## src/rtl/ov7670_pkg.sv

```systemverilog
// Shared constants, FSM encoding and RGB444 colour table for the OV7670 capture path.
package ov7670_pkg;

    localparam int H_PIX     = 320;
    localparam int V_LINES   = 240;
    localparam int FRAME_PIX = H_PIX * V_LINES;
    localparam int ADDR_W    = 17;
    localparam int DATA_W    = 12;

    localparam logic [11:0] RGB_WHITE   = 12'hFFF;
    localparam logic [11:0] RGB_YELLOW  = 12'hFF0;
    localparam logic [11:0] RGB_CYAN    = 12'h0FF;
    localparam logic [11:0] RGB_GREEN   = 12'h0F0;
    localparam logic [11:0] RGB_MAGENTA = 12'hF0F;
    localparam logic [11:0] RGB_RED     = 12'hF00;
    localparam logic [11:0] RGB_BLUE    = 12'h00F;
    localparam logic [11:0] RGB_BLACK   = 12'h000;

    typedef enum logic [1:0] {
        SYNC   = 2'd0,
        VBLANK = 2'd1,
        ACTIVE = 2'd2
    } fwc_state_e;

    function automatic logic [11:0] bar_colour(input int unsigned idx);
        case (idx)
            0:       return RGB_WHITE;
            1:       return RGB_YELLOW;
            2:       return RGB_CYAN;
            3:       return RGB_GREEN;
            4:       return RGB_MAGENTA;
            5:       return RGB_RED;
            6:       return RGB_BLUE;
            default: return RGB_BLACK;
        endcase
    endfunction

endpackage

```

## src/rtl/fwc_pattern_gen.sv

```systemverilog
// Eight vertical colour bars from the horizontal pixel position.
// Only built when FWC_TEST_PATTERN_EN is defined.
`ifdef FWC_TEST_PATTERN_EN
module fwc_pattern_gen #(
    parameter int H_PIX  = ov7670_pkg::H_PIX,
    parameter int XW     = $clog2(ov7670_pkg::H_PIX),
    parameter int DATA_W = ov7670_pkg::DATA_W
) (
    input  logic [XW-1:0]     x_cnt_i,
    output logic [DATA_W-1:0] rgb_o
);
    import ov7670_pkg::*;

    localparam int unsigned BAR_W = H_PIX / 8;

    assign rgb_o = DATA_W'(bar_colour(32'(x_cnt_i) / BAR_W));

endmodule
`endif

```

## src/rtl/frame_write_ctrl.sv

```systemverilog
// Ping-pong frame-buffer write controller: commits only frames with the exact pixel count.
// Optional FWC_TEST_PATTERN_EN adds a pattern_en input that substitutes colour bars for pixel data.
module frame_write_ctrl #(
    parameter int H_PIX   = ov7670_pkg::H_PIX,
    parameter int V_LINES = ov7670_pkg::V_LINES,
    parameter int ADDR_W  = ov7670_pkg::ADDR_W,
    parameter int DATA_W  = ov7670_pkg::DATA_W
) (
    input  logic              pclk,
    input  logic              rst_n,
`ifdef FWC_TEST_PATTERN_EN
    input  logic              pattern_en,
`endif
    input  logic              vsync,
    input  logic              cap_we,
    input  logic [ADDR_W-1:0] cap_addr,
    input  logic [DATA_W-1:0] cap_dout,
    output logic              fb_we,
    output logic [ADDR_W:0]   fb_addr,
    output logic [DATA_W-1:0] fb_din,
    output logic              rd_bank,
    output logic              frame_done,
    output logic              frame_err,
    output logic [7:0]        frame_cnt
);
    import ov7670_pkg::*;

    localparam int              FRAME_PIX   = H_PIX * V_LINES;
    localparam logic [ADDR_W:0] FRAME_PIX_W = (ADDR_W+1)'(FRAME_PIX);
    localparam logic [ADDR_W-1:0] PIX_MAX   = '1;

    fwc_state_e          state_q, state_d;
    logic                vs_q;
    logic                vs_rise, vs_fall;
    logic                wr_bank_q, wr_bank_d;
    logic                rd_bank_q, rd_bank_d;
    logic [ADDR_W-1:0]   pix_cnt_q, pix_cnt_d;
    logic                fb_we_q, fb_we_d;
    logic [ADDR_W:0]     fb_addr_q, fb_addr_d;
    logic [DATA_W-1:0]   fb_din_q, fb_din_d;
    logic                frame_done_q, frame_done_d;
    logic                frame_err_q, frame_err_d;
    logic [7:0]          frame_cnt_q, frame_cnt_d;
    logic [ADDR_W:0]     total;
    logic                in_range;
    logic                accept;
    logic [DATA_W-1:0]   pix_data;

    assign vs_rise  = vsync & ~vs_q;
    assign vs_fall  = ~vsync & vs_q;
    assign in_range = {1'b0, cap_addr} < FRAME_PIX_W;
    assign accept   = cap_we & (state_q == ACTIVE) & in_range;
    // One bit wider than pix_cnt so a coincident write on a saturated count cannot wrap
    assign total    = {1'b0, pix_cnt_q} + {{ADDR_W{1'b0}}, cap_we};

`ifdef FWC_TEST_PATTERN_EN
    localparam int XW = $clog2(H_PIX);

    logic [XW-1:0]     x_cnt_q, x_cnt_d;
    logic [DATA_W-1:0] bar_rgb;

    fwc_pattern_gen #(
        .H_PIX  (H_PIX),
        .XW     (XW),
        .DATA_W (DATA_W)
    ) u_pattern_gen (
        .x_cnt_i (x_cnt_q),
        .rgb_o   (bar_rgb)
    );

    always_comb begin
        x_cnt_d = x_cnt_q;
        if (state_q == VBLANK) begin
            x_cnt_d = '0;
        end else if (accept) begin
            x_cnt_d = (x_cnt_q == XW'(H_PIX - 1)) ? '0 : x_cnt_q + 1'b1;
        end
    end

    always_ff @(posedge pclk or negedge rst_n) begin
        if (!rst_n) begin
            x_cnt_q <= '0;
        end else begin
            x_cnt_q <= x_cnt_d;
        end
    end

    assign pix_data = pattern_en ? bar_rgb : cap_dout;
`else
    assign pix_data = cap_dout;
`endif

    always_comb begin
        state_d      = state_q;
        wr_bank_d    = wr_bank_q;
        rd_bank_d    = rd_bank_q;
        pix_cnt_d    = pix_cnt_q;
        frame_done_d = 1'b0;
        frame_err_d  = 1'b0;
        frame_cnt_d  = frame_cnt_q;
        fb_we_d      = accept;
        fb_addr_d    = accept ? {wr_bank_q, cap_addr} : fb_addr_q;
        fb_din_d     = accept ? pix_data : fb_din_q;

        case (state_q)
            SYNC: begin
                if (vs_rise) begin
                    state_d = VBLANK;
                end
            end
            VBLANK: begin
                pix_cnt_d = '0;
                if (vs_fall) begin
                    state_d = ACTIVE;
                end
            end
            ACTIVE: begin
                if (cap_we && (pix_cnt_q != PIX_MAX)) begin
                    pix_cnt_d = pix_cnt_q + 1'b1;
                end
                if (vs_rise) begin
                    state_d = VBLANK;
                    if (total == FRAME_PIX_W) begin
                        rd_bank_d    = wr_bank_q;
                        wr_bank_d    = ~wr_bank_q;
                        frame_done_d = 1'b1;
                        frame_cnt_d  = frame_cnt_q + 8'd1;
                    end else begin
                        frame_err_d  = 1'b1;
                    end
                end
            end
            default: begin
                state_d = SYNC;
            end
        endcase
    end

    always_ff @(posedge pclk or negedge rst_n) begin
        if (!rst_n) begin
            state_q      <= SYNC;
            vs_q         <= 1'b0;
            wr_bank_q    <= 1'b1;
            rd_bank_q    <= 1'b0;
            pix_cnt_q    <= '0;
            fb_we_q      <= 1'b0;
            fb_addr_q    <= '0;
            fb_din_q     <= '0;
            frame_done_q <= 1'b0;
            frame_err_q  <= 1'b0;
            frame_cnt_q  <= '0;
        end else begin
            state_q      <= state_d;
            vs_q         <= vsync;
            wr_bank_q    <= wr_bank_d;
            rd_bank_q    <= rd_bank_d;
            pix_cnt_q    <= pix_cnt_d;
            fb_we_q      <= fb_we_d;
            fb_addr_q    <= fb_addr_d;
            fb_din_q     <= fb_din_d;
            frame_done_q <= frame_done_d;
            frame_err_q  <= frame_err_d;
            frame_cnt_q  <= frame_cnt_d;
        end
    end

    assign fb_we      = fb_we_q;
    assign fb_addr    = fb_addr_q;
    assign fb_din     = fb_din_q;
    assign rd_bank    = rd_bank_q;
    assign frame_done = frame_done_q;
    assign frame_err  = frame_err_q;
    assign frame_cnt  = frame_cnt_q;

endmodule

```

## config.mk

```make
export PLATFORM = sky130hd
export DESIGN_NAME = frame_write_ctrl
export DESIGN_NICKNAME = d
export VERILOG_FILES = /design/src/rtl/ov7670_pkg.sv /design/src/rtl/fwc_pattern_gen.sv /design/src/rtl/frame_write_ctrl.sv
export SDC_FILE = /design/constraint.sdc
export NUM_CORES = 1
export LEC_CHECK = 0
export CORE_ASPECT_RATIO = 2
export CORE_MARGIN = 2
export CORE_UTILIZATION = 49
export CTS_CLUSTER_DIAMETER = 50
export DETAILED_ROUTE_END_ITERATION = 10
export GPL_TIMING_DRIVEN = 0
export PLACE_DENSITY = 0.77
export SLEW_MARGIN = 0
export SYNTH_ARGS = -nofsm -noshare
export SYNTH_HDL_FRONTEND = slang
export SYNTH_HIERARCHICAL = 1
export SYNTH_SLANG_ARGS = --single-unit
```

## constraint.sdc

```tcl
create_clock -name pclk -period 2.67 [get_ports pclk]
set_input_delay 0.534 -clock pclk [delete_from_list [all_inputs] [get_ports pclk]]
set_output_delay 0.534 -clock pclk [all_outputs]
set_load 0.01 [all_outputs]
```

# After elaboration in Yosys (flattened, before gate mapping)

Cells that the tools add are included.

Register bits after elaboration: 63
Bits in latches: 0
Bits in writable memories: 0
Memory bits (read-only): 0
Input bits: 33
Output and inout bits: 42
Word-level logic and storage cells: 47
Memories: 0

Add/sub/neg operators: 3
$mul: 0
Divide/modulo/power cells: 0
$lt $le $gt $ge: 1
Equal/unequal tests: 7
Shifts and indexed selects: 0
Multiplexer cells: 11
Bitwise logic cells: 7
Reductions and logical operators: 7

Operators with widths:

| operator                                               | count |
|---|---|
| case mux 17 bit (2 select lines)                       | 1 |
| adder 17 x 1 -> 18 bit                                 | 1 |
| == test 18 x 17 -> 1 bit (second input constant)       | 1 |
| adder 17 x 1 -> 17 bit (second input constant)         | 1 |
| less-than comparator 17 bit (second input constant)    | 1 |
| two-way mux 17 bit                                     | 1 |
| inequality test 17 bit (second input constant)         | 1 |
| adder 8 x 1 -> 8 bit (second input constant)           | 1 |
| two-way mux 1 bit                                      | 6 |
| bitwise AND 1 bit                                      | 4 |
| two-way mux 2 bit                                      | 2 |
| inequality test 2 x 1 -> 1 bit (second input constant) | 2 |
| case mux 2 bit (2 select lines)                        | 1 |
| AND reduction 2 bit                                    | 2 |
| inverter 1 bit                                         | 3 |
| AND reduction 3 bit                                    | 1 |
| == test 2 x 1 -> 1 bit (second input constant)         | 1 |
| == test 2 bit (second input constant)                  | 1 |
| zero test 2 bit                                        | 1 |
| inequality test 2 bit (second input constant)          | 1 |
| nonzero test 2 bit                                     | 1 |
| OR reduction 2 bit                                     | 1 |
| logical AND 1 bit                                      | 1 |

# Depth between registers and ports, before layout

Gate-level depths: netlist of run 1.

Depth after elaboration: 5
Mapped depth: 13
Depth with buffers taken out: 10

# Least setup slack after synthesis of run 1

OpenSTA, ideal clock, no wires.

Kind: input to register
Start point: input cap_we
End point: register frame_cnt_q[1], in the netlist frame_cnt[1]
Setup time: 125 ps
Arrival time: 2,399 ps
Required time: 2,545 ps
Path slack: 146 ps
Stages: 7
Path buffers: 0
Path through: ha_1 > ha_1 > nor4_1 > o311ai_0 > a2111oi_4 > nand2_4 > mux2_4

Longest elaborated chain between the ends: 3

RTL lines:

| what                                 | line                    | text |
|---|---|---|
| start: declaration                   | frame_write_ctrl.sv:15  | `input logic cap_we,` |
| adder 17 x 1 -> 18 bit               | frame_write_ctrl.sv:54  | `assign total = {1'b0, pix_cnt_q} + {{ADDR_W{1'b0}}, cap_we};` |
| == test 18 x 17 -> 1 bit             | frame_write_ctrl.sv:123 | `if (total == FRAME_PIX_W) begin` |
| AND reduction 3 bit (no source line) | --                      |  |
| end signal: assignment               | frame_write_ctrl.sv:163 | `frame_cnt_q <= frame_cnt_d;` |
| end: declaration                     | frame_write_ctrl.sv:43  | `logic [7:0] frame_cnt_q, frame_cnt_d;` |

Every way passes these cells.
A chain may end at the register's enable or synchronous reset.

# Final worst setup path of run 1

Same ends and word-level chain as after synthesis.

==> reports/qor.csv, run 1 <==
metric;value;unit
dieArea;7000;um2
max_freq;0.391;GHz
row_count;41;
numPortBuffers;74;
critPathKind;input pin to flip-flop;
wl;6950;um
vias;2372;
skew;0.00381;ns
clock_path_buffers;2;
ys_ff_latch;63;
maxCapViolCount;0;
power.internal;2.50;mW
antenna_found_initial;0;
htree_levels;3;
dp_hpwl;4980;um
cts-root-buf;clkbuf_16;
clkTransAtPathRegs;0.05;ns
endpoint_kind;flip-flop;
finalCritPeriodShare;0.958;
setup_viol;0;
finalSetupTns;0;ns
final_core_util;0.692;
powerDensity;790;nW/um2
antenna_left;0;
crit_arrival;2.77;ns
ios;75;
p_seq_frac;0.390;
synth_ff_type;dfrtp_1;
clock_power_share;0.319;
viasPerCell;5.32;
synth_area_per_cell;11.6;um2
final_nets;395;
comb_power_share;0.290;
slew_headroom;0.574;
cts_tree;built;
die_h;116;um
total_power;3.40;mW
synth_cells;266;
synth_cell_types;51;
syn_nets;305;
synthArstFlopShare;1.00;
grt_pass1_wl;11700;um
grt_pass1_vias;2429;
outcome;completed;
grt_max_degree;41;
p_leak;1.82;nW
cts_made_buffers;9;
netSwitchingPower;900;uW
syn_to_final_growth;39.0;%
wire_per_inst;15.6;um
yosys_warnings;6;
cts_hold_buf;0;
ys_seq_area_frac;0.510;
worstMarginPinSlew;0.634;ns
final.min_clock_period;2.56;ns
track_usage;0.227;
rsz0062_at_grt;no;
drt_iter0_drc;57;
hold_path.class;input pin to asynchronous set/reset pin;
cp_max_fo;5;
die_w;60.2;um
globalplace.congestion;0.906;
clk_latency;0.32;ns
switching_share;0.265;
cp.required;2.88;ns
core;6210;um2
vdd_drop_max;737;uV
synth.cell_area;3090;um2
grt_overflow;0;
drc;0;
hold_viol;0;
drive_gt1_frac;0.211;
final_max_slew_viol_count;0;
synth_edf_count;0;
first_pass_iters;4;
initial_utilization;0.498;
num_antenna_cells;0;
cts.sinks;63;
startpoint_type;input pin;
-- power by group through the flow --
stage / combinational, mW / clock (mW) / sequential, mW
2_1_floorplan: 0.317 / 0 / 1.42
3_3_place_gp: 0.959 / 0 / 1.31
3_5_place_dp: 0.986 / 0 / 1.34
4_1_cts: 1.00 / 1.11 / 1.33
5_1_grt: 1.06 / 1.14 / 1.35
6_report: 0.986 / 1.08 / 1.33
-- cells in the mapped netlist (2+ instances only) --
cell type	n	area, um2
dfrtp_1	62	1550
mux2_2	29	327
nor2_1	18	67.6
nand2_1	16	60.1
xnor2_1	15	131
o21ai_0	11	55.1
nand3_1	9	45.0
nand4_1	9	56.3
a21oi_1	8	40.0
clkbuf_1	6	22.5
ha_1	6	75.1
and3_1	5	31.3
xor2_1	5	43.8
inv_1	4	15.0
nor2b_1	4	25.0
nor3_1	4	20.0
nor4_1	4	25.0
or3_1	4	25.0
buf_6	3	33.8
mux2i_1	3	30.0
nand2b_1	3	18.8
or2_2	3	18.8
a21o_1	2	15.0
a31oi_1	2	12.5
buf_4	2	15.0
mux2_4	2	30.0
nor4_4	2	42.5
o21a_1	2	15.0
-- per-layer routing --
| metal | share of wire | vias up | GRT usage |
|---|---|---|---|
| li1 | - | 1130 | - |
| met1 | 0.40 | 1161 | 0.278 |
| met2 | 0.52 | 71 | 0.370 |
| met3 | 0.059 | 10 | 0.0609 |
| met4 | 0.022 | 0 | 0.0933 |
| met5 | 0 | - | 0 |
-- layout by cell type (no fill, tap or decap), types with 4 or more instances in the layout --
master,count
clkdlybuf4s50_1,72
xnor2_1,15
inv_1,4
nor3_1,4
nand3_1,9
clkbuf_16,9
nor2b_1,4
mux2_2,29
nand2_1,16
xor2_1,5
nor2_1,18
ha_1,5
o21ai_0,11
nor4_1,4
buf_4,6
dfrtp_1,59
or3_1,4
and3_1,5
clkbuf_1,7
nand4_1,9
a21oi_1,8
-- critical path: stages --
cell	delay (ns)
clkdlybuf4s15_1	0.27
ha_1	0.21
ha_2	0.22
nand2_1	0.10
a2111oi_4	0.39
o22ai_2	0.13
a2111oi_4	0.29
buf_4	0.21
nand2_4	0.09
mux2_4	0.32
-- registers in the layout, indices dropped and copies added, names as in the netlist, 2 cells and up --
signal and count:
state_q 2, frame_cnt 8, fb_din 12, pix_cnt_q 17, fb_addr 18
-- through the flow --
stage / setup WS (ns) / hold slack [ns] / std cells / area (um2)
floorplan: 0.146 / 0.238 / 266 / 3090
global placement: -0.840 / 0.465 / 426 / 3940
detailed placement: -0.764 / 0.473 / 427 / 3960
CTS: 0.111 / 0.195 / 446 / 4270
global route: 0.00473 / 0.237 / 446 / 4300
finish: 0.111 / 0.196 / 446 / 4300
-- timing repair --
| item | 4_1_cts | 5_1_grt |
|---|---|---|
| endpoints found under the setup margin | 12 | 12 |
| gates cloned | 0 | 0 |
| resized for setup | 5 | 8 |
| pin swaps | 2 | 0 |
| setup buffers | 4 | 0 |
-- worst paths after layout --
path	end	startpoint	slack, ns	cells past startpoint
min	fb_din[8]	rst_n	0.20	1
max reg2reg	frame_cnt[1]	pix_cnt_q[0]	0.18	9
min in group pclk	frame_cnt[7]	frame_cnt[7]	0.48	1
max in group asynchronous	wr_bank_q	rst_n	1.81	2
max	frame_cnt[1]	cap_we	0.11	10
min reg2reg	frame_cnt[7]	frame_cnt[7]	0.48	1
-- logic make-up after synthesis --
family / Yosys count / share of synthesized area
adders and majority gates: 6 / 0.0243
xor gates and xnor gates: 20 / 0.0567
muxes: 34 / 0.125
AOI/OAI and AO/OA: 35 / 0.0781
buffers and inverters: 16 / 0.0291
DFF: 63 / 0.510
and+or+nand+nor: 92 / 0.176
-- area by class of cell --
cell class,instances,area (um2)
Inverter,4,15.0
Buffer,12,76.3
Multi-Input combinational cell,187,1450
Clock inverter,4,47.5
Tap cell,86,108
Fill cell,465,1910
Clock buffer,11,233
Sequential cell,63,1580
Timing Repair Buffer,79,786
(Power assumes the default switching activity.)
==> run 2, diff against run 1 <==
ABC_AREA = 1   (was unset)
CORE_UTILIZATION = 51   (was 49)
HOLD_SLACK_MARGIN = 0.05   (was unset)
PLACE_DENSITY = 0.78   (was 0.77)
==> reports/qor.csv, run 2 <==
metric;value;unit;change
wire_per_inst;14.6;um;-6.4%
finalCritPeriodShare;0.945;;-0.0132
synth_ff_type;dfrtp_1;;
critPathMaxStageDelay;0.52;ns;+0.13 ns
yosys.area_share.simple;0.386;;+0.210
synth_top_family_by_area;simple AND/OR/NAND/NOR gates;;
synthXorXnorAreaFrac;0.0177;;-0.0389
critPathKind;input pin to flip-flop;;
synth_edf_count;0;;unchanged
final_cells;665;;+49%
vdd_drop_max;407;uV;-45%
yosys-top-cells-area;dfrtp_1, nand2_1, nor2_1;;
startpoint_type;input pin;;
syn_nets;523;;+71%
grt_pass1_wl;16400;um;+40%
clk_latency;0.33;ns;about the same
track_usage;0.284;;+0.0575
multi_input_area;1690;um2;+16%
ios;75;;unchanged
use_met1;0.281;;+0.00280
crit_arrival;2.74;ns;-0.03 ns
yosys_warnings;6;;unchanged
grt_pass1_vias;3485;;+43%
worstMarginPinSlew;0.678;ns;+0.0441 ns
synth.most_common_cell;nand2_1;;
synth_compound_area_frac;0.0503;;-0.0278
ys_ff_latch;63;;unchanged
maxCapViolCount;0;;unchanged
hold_path.class;input pin to asynchronous set/reset pin;;
synth_area_per_cell;7.14;um2;-39%
cp_cell_sequence;clkdlybuf4s50_1 -> ha_2 -> ha_2 -> inv_1 -> nor2_4 -> nand2_2 -> nor2_2 -> nor2_1 -> nor2_1 -> nand2_1 -> nor2_1 -> nand4_1 -> buf_6 -> nand2_1 -> nand2_1;;
synthMuxAreaShare;0;;-0.125
antenna_left;0;;unchanged
critPathSlowestCell;clkdlybuf4s50_1;;
setup_viol;0;;unchanged
cts_tree;built;;
p_leak;2.28;nW;+25%
cp.required;2.89;ns;about the same
die_w;62.2;um;+3.4%
final_nets;611;;+55%
whs;0.179;ns;-0.0175 ns
viasPerCell;5.11;;-3.8%
endpoint_kind;flip-flop;;
setup.worst_path.start;cap_we;;
fill_cells;547;;+18%
r2r_slack;0.26;ns;+0.08 ns
grt_max_degree;42;;+2.4%
initial_utilization;0.526;;+0.0280
hold_viol;0;;unchanged
slew_headroom;0.546;;-0.0282
cp_max_fo;10;;+5
netlist.area_leader.share;0.449;;-0.0529
outcome;completed;;
drt_iter0_drc;129;;+130%
grt.busiest_layer;met2;;
synth_common_cells;nand2_1, dfrtp_1, nor2_1, inv_1, nand3_1;;
largest_reg_flops;18;;unchanged
max_freq;0.396;GHz;+1.4%
cts-root-buf;clkbuf_16;;
final.min_clock_period;2.52;ns;-0.0352 ns
powerDensity;759;nW/um2;-4.0%
seq_area;1580;um2;-0.16%
globalplace.congestion;0.952;;+5.0%
worstRegToRegCells;12;;+3
grt_overflow;0;;unchanged
finalSetupTns;0;ns;unchanged
ys_seq_area_frac;0.457;;-0.0538
htree_levels;3;;unchanged
num_antenna_cells;0;;unchanged
dpl.cell_count;647;;+52%
dp_hpwl;7560;um;+52%
dieArea;7490;um2;+7.0%
drc;0;;unchanged
antenna_found_initial;0;;unchanged
drive_gt1_frac;0.0953;;-0.116
numPortBuffers;74;;unchanged
critPathCapture;frame_cnt[4];;
met2_usage;0.525;;+0.156
yosys.area.top_type;dfrtp_1;;
die_h;120;um;+3.5%
yosys.area_share.adder;0.0217;;-0.00256
placed_cell_area;4320;um2;+9.3%
clock_path_buffers;2;;unchanged
synth_cell_types;32;;-37%
grt_use_met3;0.0623;;+0.00142
skew;0.00612;ns;+0.00231 ns
synth.cell_area;3460;um2;+12%
syn_to_final_growth;35.7;%;
core;6570;um2;+5.8%
first_pass_iters;4;;unchanged
r2r-end;pix_cnt_q[11];;
cts_hold_buf;0;;unchanged
synthArstFlopShare;1.00;;unchanged
final_common_cell;nand2_1;;
timing.rr.start;pix_cnt_q[1];;
final_cell_mix;nand2_1, clkdlybuf4s50_1, dfrtp_1;;
clkTransAtPathRegs;0.05;ns;about the same
finalInstanceArea;4690;um2;+9.1%
vias;3401;;+43%
row_count;42;;+2.4%
wl;9700;um;+40%
synth_cells;484;;+82%
final_max_slew_viol_count;0;;unchanged
cts_made_buffers;9;;unchanged
cts.sinks;63;;unchanged
run 2: layout make-up:
class | count | share of cell area
inverters | 48 | 0.0384
plain buffers | 11 | 0.0125
well taps | 88 | 0.0235
multi-input cells | 362 | 0.360
repair buffers | 77 | 0.164
clock buffers | 13 | 0.0555
clock inverters | 3 | 0.00907
flip-flops and latches | 63 | 0.337
run 2: repair_timing:
item / in CTS / in global routing
buffers inserted: 0 / 2
endpoints found under the setup margin: 0 / 15
resized for setup: 0 / 17
run 2: cell families after synthesis:
kind of cell               count (synthesis)
and+or+nand+nor                          318
DFF                                       63
buffers and inverters                     59
AOI/OAI and AO/OA                         31
xor gates and xnor gates                   7
adders and majority gates                  6
run 2: per-stage QoR:
step	util	setup WS [ns]	power, mW
after floorplan	-	0.622	1.76
after global placement	0.656	-0.937	2.33
after detailed placement	0.658	-0.274	2.37
after CTS	0.704	0.0118	3.57
after global routing	0.714	-0.0426	3.75
final	0.714	0.146	3.56
run 2: worst min-delay path by stage:
stage,from,to,slack (ns),depth (start not counted)
3_3_place_gp,rd_bank,rd_bank,0.46,2
6_report,rst_n,fb_addr[5],0.18,1
3_5_place_dp,fb_din[7],fb_din[7],0.46,2
4_1_cts,rst_n,fb_addr[5],0.20,1
2_1_floorplan,rst_n,fb_addr[0],0.24,0
5_1_grt,rst_n,fb_addr[5],0.22,1
run 2: routing by layer:
metal | share of wire | routed length [um]
met5 | 0 | 0
met4 | 0.060 | 582
met3 | 0.041 | 401
met2 | 0.55 | 5300
met1 | 0.35 | 3420
run 2: critical path, delay by kind of cell:
family / cells / cell delay, ns
buf+inv: 3 / 0.78
simple gates: 10 / 1.01
fa+ha+maj: 2 / 0.41
run 2: report_power, final:
part           switching [mW]  leakage [nW]  internal (mW)  total (mW)
sequential              0.126         0.832           1.18        1.31
combinational           0.515          1.30          0.548        1.06
clock                   0.414         0.146          0.772        1.19
==> run 3, diff against run 2 <==
ABC_AREA = unset   (was 1)
CORE_UTILIZATION = 49   (was 51)
PLACE_DENSITY = 0.77   (was 0.78)
==> results of run 3 <==
Same layout as run 1: the final DEF is identical, and so are final timing and power.
